## src/rtl/gnw_pkg.sv

```systemverilog
// Shared types and helpers for the gnw upload path.
// Holds the responder FSM states and the byte-lane select.
package gnw_pkg;

  localparam int GNW_ADDR_W = 25;

  typedef enum logic [1:0] {
    IDLE,
    ISSUE,
    WAIT
  } upl_state_t;

  function automatic logic [7:0] gnw_byte_sel(
    input logic [15:0] w,
    input logic        odd
  );
    return odd ? w[15:8] : w[7:0];
  endfunction

endpackage

```

## src/rtl/gnw_sdram_upload.sv

```systemverilog
// HPS upload responder: serves ioctl byte reads from the SDRAM ROM image.
// A one-word cache answers the second byte of each word without SDRAM.
module gnw_sdram_upload
  import gnw_pkg::*;
#(
  parameter int          ADDR_W    = GNW_ADDR_W,
  parameter int unsigned TIMEOUT   = 255,
  parameter logic [7:0]  FILL_BYTE = 8'hFF
) (
  input  logic              clk_sys,
  input  logic              reset_n,
  input  logic              ioctl_upload,
  input  logic              ioctl_rd,
  input  logic [ADDR_W-1:0] ioctl_addr,
  output logic [7:0]        ioctl_din,
  output logic              ioctl_wait,
  output logic [ADDR_W-1:0] sd_addr,
  output logic              sd_rd,
  input  logic [15:0]       sd_dout,
  input  logic              sd_ready,
  output logic              sd_busy,
  output logic              err_timeout
);

  localparam int TW = $clog2(TIMEOUT + 1);
  localparam logic [TW-1:0] T_LAST = TW'(TIMEOUT - 1);

  upl_state_t state_q, state_d;

  logic [ADDR_W-1:0] addr_q;
  logic [ADDR_W-2:0] tag_q;
  logic [15:0]       word_q;
  logic              valid_q;
  logic [7:0]        din_q;
  logic              busy_q;
  logic              err_q;
  logic [TW-1:0]     timer_q;

  logic rd_ok;
  logic hit;
  logic tmo;

  // Reads in the upload rising-edge cycle are dropped until sd_busy is up.
  assign rd_ok = ioctl_rd && ioctl_upload && busy_q;
  assign hit   = valid_q && (tag_q == ioctl_addr[ADDR_W-1:1]);
  assign tmo   = (timer_q == T_LAST);

  always_ff @(posedge clk_sys or negedge reset_n) begin
    if (!reset_n) begin
      state_q <= IDLE;
    end else begin
      state_q <= state_d;
    end
  end

  always_comb begin
    state_d = state_q;
    unique case (state_q)
      IDLE:    if (rd_ok && !hit) state_d = ISSUE;
      ISSUE:   state_d = WAIT;
      WAIT:    if (sd_ready || tmo) state_d = IDLE;
      default: state_d = IDLE;
    endcase
    if (!ioctl_upload) state_d = IDLE;
  end

  always_comb begin
    ioctl_wait  = (state_q != IDLE);
    sd_rd       = (state_q == ISSUE);
    sd_addr     = {addr_q[ADDR_W-1:1], 1'b0};
    ioctl_din   = din_q;
    sd_busy     = busy_q;
    err_timeout = err_q;
  end

  always_ff @(posedge clk_sys or negedge reset_n) begin
    if (!reset_n) begin
      addr_q  <= '0;
      tag_q   <= '0;
      word_q  <= '0;
      valid_q <= 1'b0;
      din_q   <= '0;
      busy_q  <= 1'b0;
      err_q   <= 1'b0;
      timer_q <= '0;
    end else begin
      busy_q <= ioctl_upload;
      if (!(ioctl_upload && busy_q)) valid_q <= 1'b0;
      if (ioctl_upload && !busy_q) err_q <= 1'b0;
      if (ioctl_upload) begin
        unique case (state_q)
          IDLE: begin
            if (rd_ok && hit) begin
              din_q <= gnw_byte_sel(word_q, ioctl_addr[0]);
            end else if (rd_ok) begin
              addr_q <= ioctl_addr;
            end
          end
          ISSUE: timer_q <= '0;
          WAIT: begin
            if (sd_ready) begin
              word_q  <= sd_dout;
              tag_q   <= addr_q[ADDR_W-1:1];
              valid_q <= 1'b1;
              din_q   <= gnw_byte_sel(sd_dout, addr_q[0]);
            end else if (tmo) begin
              din_q   <= FILL_BYTE;
              err_q   <= 1'b1;
              valid_q <= 1'b0;
            end else if (timer_q != '1) begin
              timer_q <= timer_q + 1'b1;
            end
          end
          default: ;
        endcase
      end
    end
  end

endmodule

```

## config.mk

```make
export PLATFORM = sky130hd
export DESIGN_NAME = gnw_sdram_upload
export DESIGN_NICKNAME = d
export VERILOG_FILES = /design/src/rtl/gnw_pkg.sv /design/src/rtl/gnw_sdram_upload.sv
export SDC_FILE = /design/constraint.sdc
export NUM_CORES = 1
export LEC_CHECK = 0
export CORE_MARGIN = 10
export CORE_UTILIZATION = 50
export DETAILED_ROUTE_END_ITERATION = 12
export GPL_TIMING_DRIVEN = 0
export HOLD_SLACK_MARGIN = 0.06
export PLACE_DENSITY = 0.78
export SETUP_SLACK_MARGIN = 0.2
export SLEW_MARGIN = 10
export SYNTH_ARGS = -nofsm -noshare
export SYNTH_HDL_FRONTEND = slang
export SYNTH_SLANG_ARGS = --single-unit
export TNS_END_PERCENT = 100
```

## constraint.sdc

```tcl
create_clock -name clk_sys -period 4.9 [get_ports clk_sys]
set_clock_uncertainty 0.05 [all_clocks]
set_input_delay 1.47 -clock clk_sys [delete_from_list [all_inputs] [get_ports clk_sys]]
set_output_delay 1.47 -clock clk_sys [all_outputs]
set_load 0.01 [all_outputs]
```

== Word level (Yosys, flattened, before mapping) ==
Index checks and enable logic that the tools add are counted.

* Flip-flop bits (word level): 86
* Output and inout port bits: 37
* Word-level logic and storage cells: 66

* Add/sub/neg operators: 1
* Equal/unequal tests: 12
* Multiplexer cells: 24
* Bitwise gates (word level): 1
* Reduce and logical (&&, ||, !) cells: 19

{| class="wikitable"
|+ Operators by type and width
! cell !! count
|-
| 2-to-1 mux 8 bit || 8
|-
| case mux 8 bit (2 select lines) || 2
|-
| == test 24 bit || 1
|-
| 2-to-1 mux 1 bit || 10
|-
| != test 3 bit, second input constant || 3
|-
| adder 8 x 1 -> 8 bit, second input constant || 1
|-
| == test 8 bit, second input constant || 1
|-
| != test 2 bit, second input constant || 4
|-
| != test 8 bit, second input constant || 1
|-
| AND reduction 4 bit || 2
|-
| logical AND 1 bit || 7
|-
| 2-to-1 mux 2 bit || 3
|-
| case mux 2 bit (3 select lines) || 1
|-
| nonzero test 2 bit || 3
|-
| AND reduction 5 bit || 1
|-
| AND reduction 3 bit || 1
|-
| == test 2 x 1 -> 1 bit, second input constant || 1
|-
| == test 2 bit, second input constant || 1
|-
| logical NOT 1 bit || 2
|-
| logical NOT 2 bit || 1
|-
| AND reduction 2 bit || 1
|-
| logical OR 1 bit || 1
|-
| inverter 1 bit || 1
|}

== Depth between registers and ports, before layout ==
Gate-level depths: netlist of run 1.

* Depth after elaboration: 7
* Depth in mapped cells: 7

== Worst setup path before layout of run 1 ==
OpenSTA, ideal clock, no wires.

* Kind: input to register
* Start point: input port ioctl_addr[18]
* End point: register din_q[0], in the netlist ioctl_din[0]
* Library setup time: 0.125 ns
* Arrival: 2.931 ns
* Required time: 4.725 ns
* Setup slack: 1.794 ns
* Cell stages on the path: 6
* Buffers on the path: 0
* Cell sequence: xnor2_1 -> nand4_1 -> nor4_2 -> a31oi_1 -> nor3b_4 -> mux2_2

* Word-level cells in the longest chain between the ends: 5

{| class="wikitable"
|+ RTL lines
! what !! RTL line !! RTL
|-
| start, declared || gnw_sdram_upload.sv:14 || <nowiki>input logic [ADDR_W-1:0] ioctl_addr,</nowiki>
|-
| == test 24 bit || gnw_sdram_upload.sv:45 || <nowiki>assign hit = valid_q && (tag_q == ioctl_addr[ADDR_W-1:1]);</nowiki>
|-
| logical AND 1 bit || gnw_sdram_upload.sv:45 ||
|-
| logical AND 1 bit || gnw_sdram_upload.sv:93 || <nowiki>if (rd_ok && hit) begin</nowiki>
|-
| != test 2 bit (no line) || - ||
|-
| AND reduction 4 bit (no line) || - ||
|-
| end signal, assigned || gnw_sdram_upload.sv:94 || <nowiki>din_q <= gnw_byte_sel(word_q, ioctl_addr[0]);</nowiki>
|-
| end signal, assigned || gnw_sdram_upload.sv:105 || <nowiki>din_q <= gnw_byte_sel(sd_dout, addr_q[0]);</nowiki>
|-
| end, declared || gnw_sdram_upload.sv:34 || <nowiki>logic [7:0] din_q;</nowiki>
|}

No other way between the ends.
A chain may end at the register's enable or synchronous reset.

== Worst setup path in the final report of run 1 ==
* Start point: input port ioctl_addr[2]
* End point: register din_q[7], in the netlist ioctl_din[7]

Same word-level chain as after synthesis.

==> results of run 1 <==
[per-layer routing]
metal	GRT usage (%)	vias to the layer above	wire length, um	part of all wire (%)
li1	-	1250	-	-
met1	19.22	1319	3928	44
met2	23.96	61	4174	47
met3	5.804	6	694	7.8
met4	3.028	0	62	0.70
met5	0	-	0	0
[logic make-up (layout without fill, tap and decap cells)]
group / count (synthesis) / in the layout / synth area share [%]
fa+ha+maj: 2 / 2 / 0.6162
buf+inv: 38 / 135 / 5.978
xor+xnor: 29 / 29 / 6.256
other cells: 1 / 1 / 0.09236
mux: 89 / 89 / 24.19
flops: 86 / 86 / 53.00
simple gates: 43 / 43 / 6.041
compound gates: 20 / 20 / 3.821
[worst paths after layout]
kind	end	cells past startpoint	startpoint
worst max-delay path	ioctl_din[7]	7	ioctl_addr[2]
worst max register to register	ioctl_din[7]	6	tag_q[1]
max in group asynchronous	tag_q[20]	2	reset_n
worst min-delay path	ioctl_din[1]	1	ioctl_din[1]
min in group asynchronous	timer_q[4]	1	reset_n
worst min register to register	ioctl_din[1]	1	ioctl_din[1]
[through the flow]
stage	util [%]	std cells	TNS [ns]	area [um2]	power, W
2_1_floorplan	-	308	0	4060	0.001282
3_3_place_gp	63.89	490	-67.76	4989	0.001515
3_5_place_dp	64.21	491	0	5014	0.001539
4_1_cts	66.97	507	0	5229	0.002080
5_1_grt	66.97	507	0	5229	0.002168
6_report	66.97	507	0	5229	0.002057
[sequential cells by signal (all words and copies together) (netlist names)]
register     count
state_q          2
ioctl_din        8
err_timeout      1
sd_busy          1
timer_q          8
tag_q           24
valid_q          1
word_q          16
addr_q          25
[cells in the final DEF (no fill, tap or decap), types with 2 or more instances in the layout]
| cell | n |
|---|---|
| sky130_fd_sc_hd__bufinv_16 | 2 |
| sky130_fd_sc_hd__clkinvlp_4 | 2 |
| sky130_fd_sc_hd__nor3_1 | 5 |
| sky130_fd_sc_hd__nor2_1 | 7 |
| sky130_fd_sc_hd__xnor2_1 | 27 |
| sky130_fd_sc_hd__ha_1 | 2 |
| sky130_fd_sc_hd__dfrtp_1 | 86 |
| sky130_fd_sc_hd__nand2_1 | 7 |
| sky130_fd_sc_hd__and4_1 | 2 |
| sky130_fd_sc_hd__clkdlybuf4s50_1 | 79 |
| sky130_fd_sc_hd__mux2i_1 | 16 |
| sky130_fd_sc_hd__buf_4 | 27 |
| sky130_fd_sc_hd__clkbuf_8 | 9 |
| sky130_fd_sc_hd__nand3_1 | 6 |
| sky130_fd_sc_hd__a22oi_1 | 8 |
| sky130_fd_sc_hd__buf_1 | 5 |
| sky130_fd_sc_hd__a31oi_1 | 2 |
| sky130_fd_sc_hd__mux2_2 | 73 |
| sky130_fd_sc_hd__nand2b_1 | 2 |
| sky130_fd_sc_hd__and2_1 | 2 |
| sky130_fd_sc_hd__buf_2 | 2 |
| sky130_fd_sc_hd__clkbuf_1 | 6 |
| sky130_fd_sc_hd__nand4_1 | 6 |
| sky130_fd_sc_hd__xor2_1 | 2 |
[power by group]
group          internal (W)  leakage [nW]  switching [W]  total [W]
Combinational      0.000372          1.13       0.000193   0.000565
Sequential         0.000859          1.10      0.0000935   0.000953
Clock              0.000289        0.0998       0.000251   0.000540
[critical path: stages]
cell	delay, ns
sky130_fd_sc_hd__clkdlybuf4s50_1	0.50
sky130_fd_sc_hd__xnor2_1	0.13
sky130_fd_sc_hd__nand4_1	0.16
sky130_fd_sc_hd__nor4_2	0.46
sky130_fd_sc_hd__a31oi_1	0.21
sky130_fd_sc_hd__nor3b_4	0.50
sky130_fd_sc_hd__mux2_2	0.39
[layout make-up]
class	count	area, um2	area share, %
buffer	37	239.0	4.570
clock buffer	11	131.4	2.513
clock inverter	5	83.83	1.603
inverter	1	3.754	0.07179
multi-input combinational	184	1665	31.85
sequential	86	2152	41.16
tap	102	127.6	2.441
timing repair buffer	81	825.8	15.79
==> PnR_summary.wiki, run 1 <==
{| class="wikitable"
! Metric !! Value
|-
| Slack of the worst reg-to-reg path || about 2.5 ns
|-
| Seq/Total Area, Yosys || between 50% and 60%
|-
| Horiz. Die Dim || roughly 110 um
|-
| DR iter-0 viols || between 60 and 70
|-
| Buffer levels on the longest clock path || 2
|-
| Ports || 83
|-
| Avg Inst Size Synth || roughly 13 um2
|-
| Post-Syn Instances || roughly 310
|-
| Max-cap violations || 0
|-
| Post-DRT Antenna Nets || 0
|-
| Crit. End Element || flop
|-
| Worst-case hold slack || 0.4583 ns
|-
| Final net count || approximately 450
|-
| Count of different cell masters after synthesis || 38
|-
| Net count of the mapped netlist || 356
|-
| Cts bufs inserted || 9
|-
| Layout cells sized above 1 || 29.88%
|-
| Total grt overflow || 0
|-
| Number of H-tree branching levels || 3
|-
| TritonCTS clock tree || built
|-
| Clock root cell || sky130_fd_sc_hd__clkbuf_8
|-
| Area fraction of the dominant cell type after synthesis || a little over half
|-
| Relative slew margins || between 50% and 60%
|-
| Vertical die dimension || 110.1 um
|-
| Ranking of synthesized cells by area || sky130_fd_sc_hd__dfrtp_1 (53%), sky130_fd_sc_hd__mux2_2 (20%), sky130_fd_sc_hd__xnor2_1 (5.8%)
|-
| Leading register cell type out of synthesis || sky130_fd_sc_hd__dfrtp_1
|-
| Number of pins exceeding their max-slew limit in the final report || 0
|-
| Share of synthesized flip-flops with an asynchronous set or reset || 100.0%
|-
| Final-report hold violation count || 0
|-
| Diodes inserted || 0
|-
| Number of antenna violations at the first check in global routing || 0
|-
| Maximum number of pins on one net before global-route repair || 67
|-
| Min cycle time layout || approximately 3.7 ns
|-
| Most numerous cell types in the synthesized netlist || sky130_fd_sc_hd__dfrtp_1 (86), sky130_fd_sc_hd__mux2_2 (73), sky130_fd_sc_hd__xnor2_1 (27)
|-
| Timing-limited maximum frequency || about 270 MHz
|-
| IO Port Bufs || 80
|-
| Power Density || 393.4 mW/mm2
|-
| Fill cell instance count of the final layout || slightly below 600
|-
| Iteration count of the initial detailed-routing pass || 4
|-
| Class of the tightest hold or removal check || reg2reg
|-
| Combined area of all synthesized cells || slightly above 0.004 mm2
|-
| Resized cells post-CTS || 0
|-
| Clock slew at the register clock pins of the worst setup and hold paths || 0.08 ns
|-
| Starting density of the core || between 50% and 60%
|-
| Worst Path Class, Setup || in2reg
|-
| Clock latency reported for the late side of the worst-skew pair || ~0.35 ns
|-
| Core Box Area || slightly below 0.008 mm2
|-
| Unrepaired setup endpoints after global routing || false
|-
| Req. time, crit path || 5.08 ns
|-
| Least-Margin Pin Slew || a little over 0.7 ns
|-
| Count of state elements after synthesis || 86
|-
| Most frequently used cell type in the post-synthesis netlist || sky130_fd_sc_hd__dfrtp_1
|-
| Number of enable-type register cells in the synthesized netlist || 0
|-
| Worst slack at placement || between 0.8 and 0.9 ns
|-
| CTS sink cnt || 86
|-
| Final worst path period share || between 70 and 80%
|-
| Via count of the first global-routing pass || 2,798
|-
| Worst-path maximum fanout || 8
|-
| First-pass GRT wire length || 14.48 mm
|-
| HPWL Detailed || between 6 and 7 mm
|-
| Buffers inserted during post-CTS setup optimization || 0
|-
| Layout Area Growth over Synthesis || 28.78%
|-
| Total number of yosys warnings || 0
|-
| Die Area || about 0.012 mm2
|-
| Maximum ir drop on the vdd rail || approximately 0.24 mV
|-
| Count of vias placed by the detailed router || approximately 2.6k
|-
| Routed len/inst || about 17 um
|-
| Gpl congestion || approximately 0.76
|-
| Number of buffers inserted for hold repair after clock tree synthesis || 0
|-
| Leakage || 2.334 nW
|-
| Cell Rows || 32
|-
| Status || completed
|-
| Wirelength, routed || between 8 and 9 mm
|-
| Worst-case setup margin in the final layout || 1.245 ns
|-
| Average vias per placed instance || 5.199
|-
| Residual DRC || 0
|-
| Total global routing track utilization || 15.06%
|-
| Leading area contributor after synthesis || sky130_fd_sc_hd__dfrtp_1
|-
| Critical Path Source Type || primary input
|-
| Setup-violating endpoint count in the final report || 0
|-
| Data arrival, critical path || 3.84 ns
|}
Power figures use the tool's default switching activity.
==> run 2: changes to the inputs <==
Settings changed: CORE_UTILIZATION 50 to 46, PLACE_DENSITY 0.78 to 0.76.
Clock period 4.9 ns to 3.3 ns, I/O delays scaled along.
==> PnR_summary.wiki, run 2 (same netlist as run 1, synthesis figures left out) <==
{| class="wikitable"
! Metric !! Value
|-
| Status || completed (unchanged)
|-
| Crit. End Element || flop (unchanged)
|-
| Cts bufs inserted || 9 (unchanged)
|-
| Clock slew at the register clock pins of the worst setup and hold paths || 0.09 ns (was 0.08 ns)
|-
| Worst-path maximum fanout || 10 (was 8)
|-
| TritonCTS clock tree || built (unchanged)
|-
| Least-Margin Pin Slew || 0.7341 ns (was 0.7117 ns)
|-
| Total chip power || 0.003020 W (was 0.002057 W)
|-
| Leakage || 2.346 nW (was 2.334 nW)
|-
| Worst path max stage delay || 0.65 ns (was 0.50 ns)
|-
| Diodes inserted || 0 (unchanged)
|-
| Setup-violating endpoint count in the final report || 0 (unchanged)
|-
| Worst Path Class, Setup || in2reg (unchanged)
|-
| Number of H-tree branching levels || 3 (unchanged)
|-
| Max-cap violations || 0 (unchanged)
|-
| Residual DRC || 0 (unchanged)
|-
| IO Port Bufs || 80 (unchanged)
|-
| Layout cells sized above 1 || 30.54% (was 29.88%)
|-
| First-pass GRT wire length || 14.55 mm (was 14.48 mm)
|-
| Relative slew margins || 50.97% (was 52.55%)
|-
| Class of the tightest hold or removal check || reg2reg (unchanged)
|-
| Amount of wire on met3 after detailed routing || 689 um (was 694 um)
|-
| Via count of the first global-routing pass || 2,917 (was 2,798)
|-
| HPWL Detailed || 6.404 mm (was 6.396 mm)
|-
| Post-DRT Antenna Nets || 0 (unchanged)
|-
| Total global routing track utilization || 13.90% (was 15.06%)
|-
| Number of pins exceeding their max-slew limit in the final report || 0 (unchanged)
|-
| Worst-case hold slack || 0.4608 ns (was 0.4583 ns)
|-
| Top sig layer || met4 (unchanged)
|-
| Average vias per placed instance || 5.103 (was 5.199)
|-
| Iteration count of the initial detailed-routing pass || 4 (unchanged)
|-
| Maximum number of pins on one net before global-route repair || 46 (was 67)
|-
| Min cycle time layout || approximately 3.0 ns
|-
| Wirelength, routed || 8.780 mm (was 8.859 mm)
|-
| Regs by FF count || addr_q: 25 flops, tag_q: 24 flops, word_q: 16 flops (unchanged)
|-
| Metal1 wirelength || 3.806 mm (was 3.928 mm)
|-
| Gpl congestion || 0.7914 (was 0.7576)
|-
| Unrepaired setup endpoints after global routing || true (was false)
|-
| Final net count || 449 (was 448)
|-
| Ports || 83 (unchanged)
|-
| Starting density of the core || 47.02% (was 52.00%)
|-
| Clock root cell || sky130_fd_sc_hd__clkbuf_8 (unchanged)
|-
| Cell-by-cell trace of the critical path || clkdlybuf4s50_1 -> xnor2_1 -> nand4_1 -> nor4_2 -> a211oi_2 -> buf_2 -> mux2_2 (was clkdlybuf4s50_1 -> xnor2_1 -> nand4_1 -> nor4_2 -> a31oi_1 -> nor3b_4 -> mux2_2)
|-
| Power Density || 575.6 mW/mm2 (was 393.4 mW/mm2)
|-
| Maximum ir drop on the vdd rail || 0.3231 mV (was 0.2399 mV)
|-
| Req. time, crit path || 3.50 ns (was 5.08 ns)
|-
| Final-report hold violation count || 0 (unchanged)
|-
| Routed len/inst || 17.08 um (was 17.47 um)
|-
| Register ranked first by flip-flop count || addr_q (unchanged)
|-
| CP max stage cell || sky130_fd_sc_hd__a211oi_2 (was sky130_fd_sc_hd__clkdlybuf4s50_1)
|-
| Count of vias placed by the detailed router || 2,623 (was 2,636)
|-
| Highest-count cells in the layout ignoring fill and taps || sky130_fd_sc_hd__dfrtp_1 (86), sky130_fd_sc_hd__clkdlybuf4s50_1 (79), sky130_fd_sc_hd__mux2_2 (73) (unchanged)
|-
| Number of buffers inserted for hold repair after clock tree synthesis || 0 (unchanged)
|-
| Final worst path period share || 91.91%
|-
| CTS sink cnt || 86 (unchanged)
|-
| Layout Area Growth over Synthesis || 29.24% (was 28.78%)
|-
| Die Area || 0.01298 mm2 (was 0.01212 mm2)
|-
| Cell class contributing the biggest share of worst-path delay || buffers and inverters (was simple AND/OR/NAND/NOR gates)
|-
| Critical Path Source Type || primary input (unchanged)
|-
| Buffer levels on the longest clock path || 2 (unchanged)
|-
| Timing-limited maximum frequency || ~330 MHz
|-
| Core Box Area || 0.008636 mm2 (was 0.007807 mm2)
|-
| DR WL met2 || 4.117 mm (was 4.174 mm)
|-
| Clock latency reported for the late side of the worst-skew pair || 0.37 ns (was 0.35 ns)
|-
| Max reg flops || 25 (unchanged)
|-
| Number of antenna violations at the first check in global routing || 0 (unchanged)
|-
| Total grt overflow || 0 (unchanged)
|-
| DR iter-0 viols || 66 (was 64)
|-
| Vertical die dimension || 114.0 um (was 110.1 um)
|-
| Leading cell type in the layout, fill and taps excluded || sky130_fd_sc_hd__dfrtp_1 (unchanged)
|-
| Cell Rows || 34 (was 32)
|-
| Horiz. Die Dim || 114.0 um (was 110.1 um)
|-
| Data arrival, critical path || 3.24 ns (was 3.84 ns)
|-
| Number of buffer and inverter instances along the worst setup path || 2 (was 1)
|}
run 2: cell count changes in the layout (fill, tap and decap cells not counted):
cell	delta
sky130_fd_sc_hd__buf_12	+1
sky130_fd_sc_hd__bufinv_16	-1
sky130_fd_sc_hd__clkbuf_1	-2
sky130_fd_sc_hd__clkbuf_8	+1
sky130_fd_sc_hd__clkinv_2	+1
sky130_fd_sc_hd__clkinvlp_4	-1
sky130_fd_sc_hd__inv_6	+2
run 2: path summary, 6_finish.rpt:
kind / from / end / slack, ns / cells past startpoint
min in group asynchronous: reset_n / addr_q[18] / 0.56 / 1
worst min-delay path: word_q[3] / word_q[3] / 0.46 / 1
worst max-delay path: ioctl_addr[6] / addr_q[5] / 0.27 / 7
worst max register to register: tag_q[1] / addr_q[5] / 0.96 / 6
max in group asynchronous: reset_n / ioctl_din[0] / 2.04 / 2
worst min register to register: word_q[3] / word_q[3] / 0.46 / 1
run 2: repair_timing:
item	4_1_cts	5_1_grt
buffers inserted	1	0
pin swaps	1	0
gates resized for setup	0	0
endpoints found under the setup margin	8	19
run 2: where the power goes:
part / leakage [nW] / internal, W / switching [W]
Sequential: 1.10 / 0.00128 / 0.000136
Clock: 0.103 / 0.000376 / 0.000394
Combinational: 1.14 / 0.000552 / 0.000286
run 2: worst reg2reg max path: cells and delay by family, from the launching register on:
family / cells / cell delay [ns]
mux: 1 / 0.38
compound gates: 1 / 0.65
xor+xnor: 1 / 0.13
simple gates: 2 / 0.22
flops: 1 / 0.39
buf+inv: 1 / 0.42
run 2: area by class of cell:
| type | instances | area [um2] |
|---|---|---|
| plain buffers | 37 | 239.0 |
| clock buffers | 10 | 137.6 |
| clock inverters | 6 | 68.82 |
| fillers | 686 | 3388 |
| inverters | 1 | 3.754 |
| multi-input cells | 184 | 1665 |
| flip-flops and latches | 86 | 2152 |
| well taps | 108 | 135.1 |
| repair buffers | 82 | 845.8 |
run 2: per-layer routing:
metal  track usage (%)  vias up
li1                  -     1255
met1             16.24     1291
met2             21.98       64
met3             6.089       13
met4             5.514        0
met5                 0        -
run 2: metrics by stage:
| step | cells | setup slack, ns | util [%] | setup TNS, ns | cell area (um2) |
|---|---|---|---|---|---|
| final | 514 | 0.2670 | 60.77 | 0 | 5248 |
| after global routing | 514 | 0.1431 | 60.77 | 0 | 5248 |
| after CTS | 514 | 0.2407 | 60.77 | 0 | 5248 |
| after detailed placement | 497 | -0.2262 | 58.14 | -4.501 | 5021 |
| after global placement | 496 | -1.883 | 57.85 | -165.70 | 4996 |
| after floorplan | 308 | 0.6740 | - | 0 | 4060 |
==> run 3: changes to the inputs <==
Settings changed: CORE_ASPECT_RATIO set to 0.75, SLEW_MARGIN 10 to 20.
==> PnR_summary.wiki, run 3 (same netlist as run 1, synthesis figures left out) <==
{| class="wikitable"
! Metric !! Value
|-
| Least-Margin Pin Slew || 0.7222 ns (was 0.7341 ns)
|-
| Via count of the first global-routing pass || 2,913 (was 2,917)
|-
| Req. time, crit path || 3.47 ns (was 3.50 ns)
|-
| Worst-case setup margin in the final layout || 0.3117 ns (was 0.2670 ns)
|-
| Worst-path maximum fanout || 8 (was 10)
|-
| Number of antenna violations at the first check in global routing || 0 (unchanged)
|-
| First-pass GRT wire length || 15.41 mm (was 14.55 mm)
|-
| CTS sink cnt || 86 (unchanged)
|-
| Ports || 83 (unchanged)
|-
| Data arrival, critical path || 3.15 ns (was 3.24 ns)
|-
| Crit. End Element || flop (unchanged)
|-
| Critical Path Source Type || primary input (unchanged)
|-
| Core Box Area || 0.008527 mm2 (was 0.008636 mm2)
|-
| Clock root cell || sky130_fd_sc_hd__clkbuf_16 (was sky130_fd_sc_hd__clkbuf_8)
|-
| Worst path max stage delay || 0.50 ns (was 0.65 ns)
|-
| HPWL Detailed || 6.810 mm (was 6.404 mm)
|-
| Class of the tightest hold or removal check || reg2reg (unchanged)
|-
| Slack of the worst reg-to-reg path || 1.06 ns (was 0.96 ns)
|-
| Cts bufs inserted || 9 (unchanged)
|-
| Maximum ir drop on the vdd rail || 0.3576 mV (was 0.3231 mV)
|-
| Total global routing track utilization || 14.99% (was 13.90%)
|-
| TritonCTS clock tree || built (unchanged)
|-
| IO Port Bufs || 80 (unchanged)
|-
| Final net count || 449 (unchanged)
|-
| Gpl congestion || 0.7447 (was 0.7914)
|-
| Number of H-tree branching levels || 3 (unchanged)
|-
| Setup-violating endpoint count in the final report || 0 (unchanged)
|-
| Met3 Use GR || 5.637% (was 6.089%)
|-
| Total grt overflow || 0 (unchanged)
|-
| Die Area || 0.01302 mm2 (was 0.01298 mm2)
|-
| Clock latency reported for the late side of the worst-skew pair || 0.33 ns (was 0.37 ns)
|-
| Timing-limited maximum frequency || 334.6 MHz (was 329.7 MHz)
|-
| Max-cap violations || 0 (unchanged)
|-
| Maximum number of pins on one net before global-route repair || 56 (was 46)
|-
| Layout cells sized above 1 || 30.37% (was 30.54%)
|-
| Cell Rows || 29 (was 34)
|-
| Post-DRT Antenna Nets || 0 (unchanged)
|-
| Buffer levels on the longest clock path || 2 (unchanged)
|-
| Iteration count of the initial detailed-routing pass || 4 (unchanged)
|-
| DR iter-0 viols || 220 (was 66)
|-
| Diodes inserted || 0 (unchanged)
|-
| Power Density || 630.7 mW/mm2 (was 575.6 mW/mm2)
|-
| Starting density of the core || 47.62% (was 47.02%)
|-
| Regs by FF count || addr_q: 25 flops, tag_q: 24 flops, word_q: 16 flops (unchanged)
|-
| Leading cell type in the layout, fill and taps excluded || sky130_fd_sc_hd__dfrtp_1 (unchanged)
|-
| Final-report hold violation count || 0 (unchanged)
|-
| Worst-case hold slack || 0.4551 ns (was 0.4608 ns)
|-
| Min cycle time layout || 2.988 ns (was 3.033 ns)
|-
| Highest-count cells in the layout ignoring fill and taps || sky130_fd_sc_hd__dfrtp_1 (86), sky130_fd_sc_hd__clkdlybuf4s50_1 (79), sky130_fd_sc_hd__mux2_2 (73) (unchanged)
|-
| Reg area || 0.002152 mm2 (unchanged)
|-
| Register ranked first by flip-flop count || addr_q (unchanged)
|-
| Wirelength, routed || 9.221 mm (was 8.780 mm)
|-
| Cell-by-cell trace of the critical path || clkdlybuf4s50_1 -> xnor2_1 -> nand4_1 -> nor4_4 -> a31oi_2 -> nor3b_4 -> buf_12 -> mux2_2 (was clkdlybuf4s50_1 -> xnor2_1 -> nand4_1 -> nor4_2 -> a211oi_2 -> buf_2 -> mux2_2)
|-
| Residual DRC || 0 (unchanged)
|-
| Setup total negative slack || 0 ns (unchanged)
|-
| Met1 routing resource usage after global routing || 18.36% (was 16.24%)
|-
| Horiz. Die Dim || 128.5 um (was 114.0 um)
|-
| Clock slew at the register clock pins of the worst setup and hold paths || 0.06 ns (was 0.09 ns)
|-
| CP max stage cell || sky130_fd_sc_hd__clkdlybuf4s50_1 (was sky130_fd_sc_hd__a211oi_2)
|-
| Met2 capacity usage during global routing || 23.92% (was 21.98%)
|-
| Global route hottest layer || met2 (unchanged)
|-
| Average vias per placed instance || 5.082 (was 5.103)
|-
| Final instance area || 0.005401 mm2 (was 0.005248 mm2)
|-
| Routed len/inst || 17.97 um (was 17.08 um)
|-
| Number of pins exceeding their max-slew limit in the final report || 0 (unchanged)
|-
| Worst slack at placement || -0.2235 ns (was -0.2262 ns)
|-
| Worst Path Class, Setup || in2reg (unchanged)
|-
| Leakage || 2.422 nW (was 2.346 nW)
|-
| Count of vias placed by the detailed router || 2,607 (was 2,623)
|-
| Layout Area Growth over Synthesis || 33.04% (was 29.24%)
|-
| Final worst path period share || 90.55% (was 91.91%)
|-
| Placed Instance Area || 0.005021 mm2 (unchanged)
|-
| Status || completed (unchanged)
|-
| Multi-input logic area || 0.001688 mm2 (was 0.001665 mm2)
|-
| Vertical die dimension || 101.4 um (was 114.0 um)
|-
| Fill cell instance count of the final layout || 653 (was 686)
|-
| Max reg flops || 25 (unchanged)
|-
| Unrepaired setup endpoints after global routing || false (was true)
|-
| Relative slew margins || 51.86% (was 50.97%)
|}
-- run 3: cell count changes in the layout (fill, tap and decap cells not counted), moves of 2 or more --
cell / before / now
sky130_fd_sc_hd__bufinv_16: 1 / 3
sky130_fd_sc_hd__clkbuf_16: 0 / 9
sky130_fd_sc_hd__inv_6: 2 / 0
sky130_fd_sc_hd__clkbuf_8: 10 / 1
-- run 3: metal layers --
layer,part of all wire (%),wire length [um],up-vias
met1,44,4022,1291
met3,5.9,547,9
li1,-,-,1254
met5,0,0,-
met2,49,4530,53
met4,1.3,121,0
-- run 3: what timing repair did --
item                       in CTS  in global routing
resized for setup               1                  2
hold buffers                    0                  0
setup endpoints to repair      23                  8
pin swaps                       1                  2
hold endpoints to repair        0                  0
buffers inserted                1                  0
-- run 3: final cells by class --
cell class,instances,share of cell area [%]
Sequential cell,86,39.84
Clock inverter,4,1.760
Tap cell,108,2.502
Clock buffer,11,4.494
Timing Repair Buffer,82,15.66
Inverter,1,0.06949
Multi-Input combinational cell,184,31.25
Buffer,37,4.424
-- run 3: final timing paths --
| kind | from | endpoint | cells after the start |
|---|---|---|---|
| max | ioctl_addr[16] | ioctl_din[1] | 8 |
| min | word_q[12] | word_q[12] | 1 |
| max reg2reg | tag_q[0] | ioctl_din[1] | 7 |
| min reg2reg | word_q[12] | word_q[12] | 1 |
| max in group asynchronous | reset_n | ioctl_din[1] | 2 |
| min in group asynchronous | reset_n | tag_q[0] | 1 |
-- run 3: report_power, final --
part / total (W) / switching [W] / internal [W]
sequential: 0.00142 / 0.000141 / 0.00128
combinational: 0.000847 / 0.000293 / 0.000553
clock: 0.00114 / 0.000386 / 0.000755
-- run 3: per-stage QoR --
| stage | total power (W) | utilization [%] | std cells |
|---|---|---|---|
| global route | 0.003594 | 63.35 | 513 |
| finish | 0.003407 | 63.35 | 513 |
| CTS | 0.003451 | 63.17 | 513 |
| global placement | 0.002254 | 58.59 | 496 |
| detailed placement | 0.002294 | 58.88 | 497 |
| floorplan | 0.001904 | - | 308 |
-- run 3: worst max-delay path, delay by kind of cell --
family | cells | cell delay [ns]
and+or+nand+nor | 3 | 0.85
buffers and inverters | 2 | 0.66
muxes | 1 | 0.33
AOI/OAI and AO/OA | 1 | 0.18
xor gates and xnor gates | 1 | 0.13
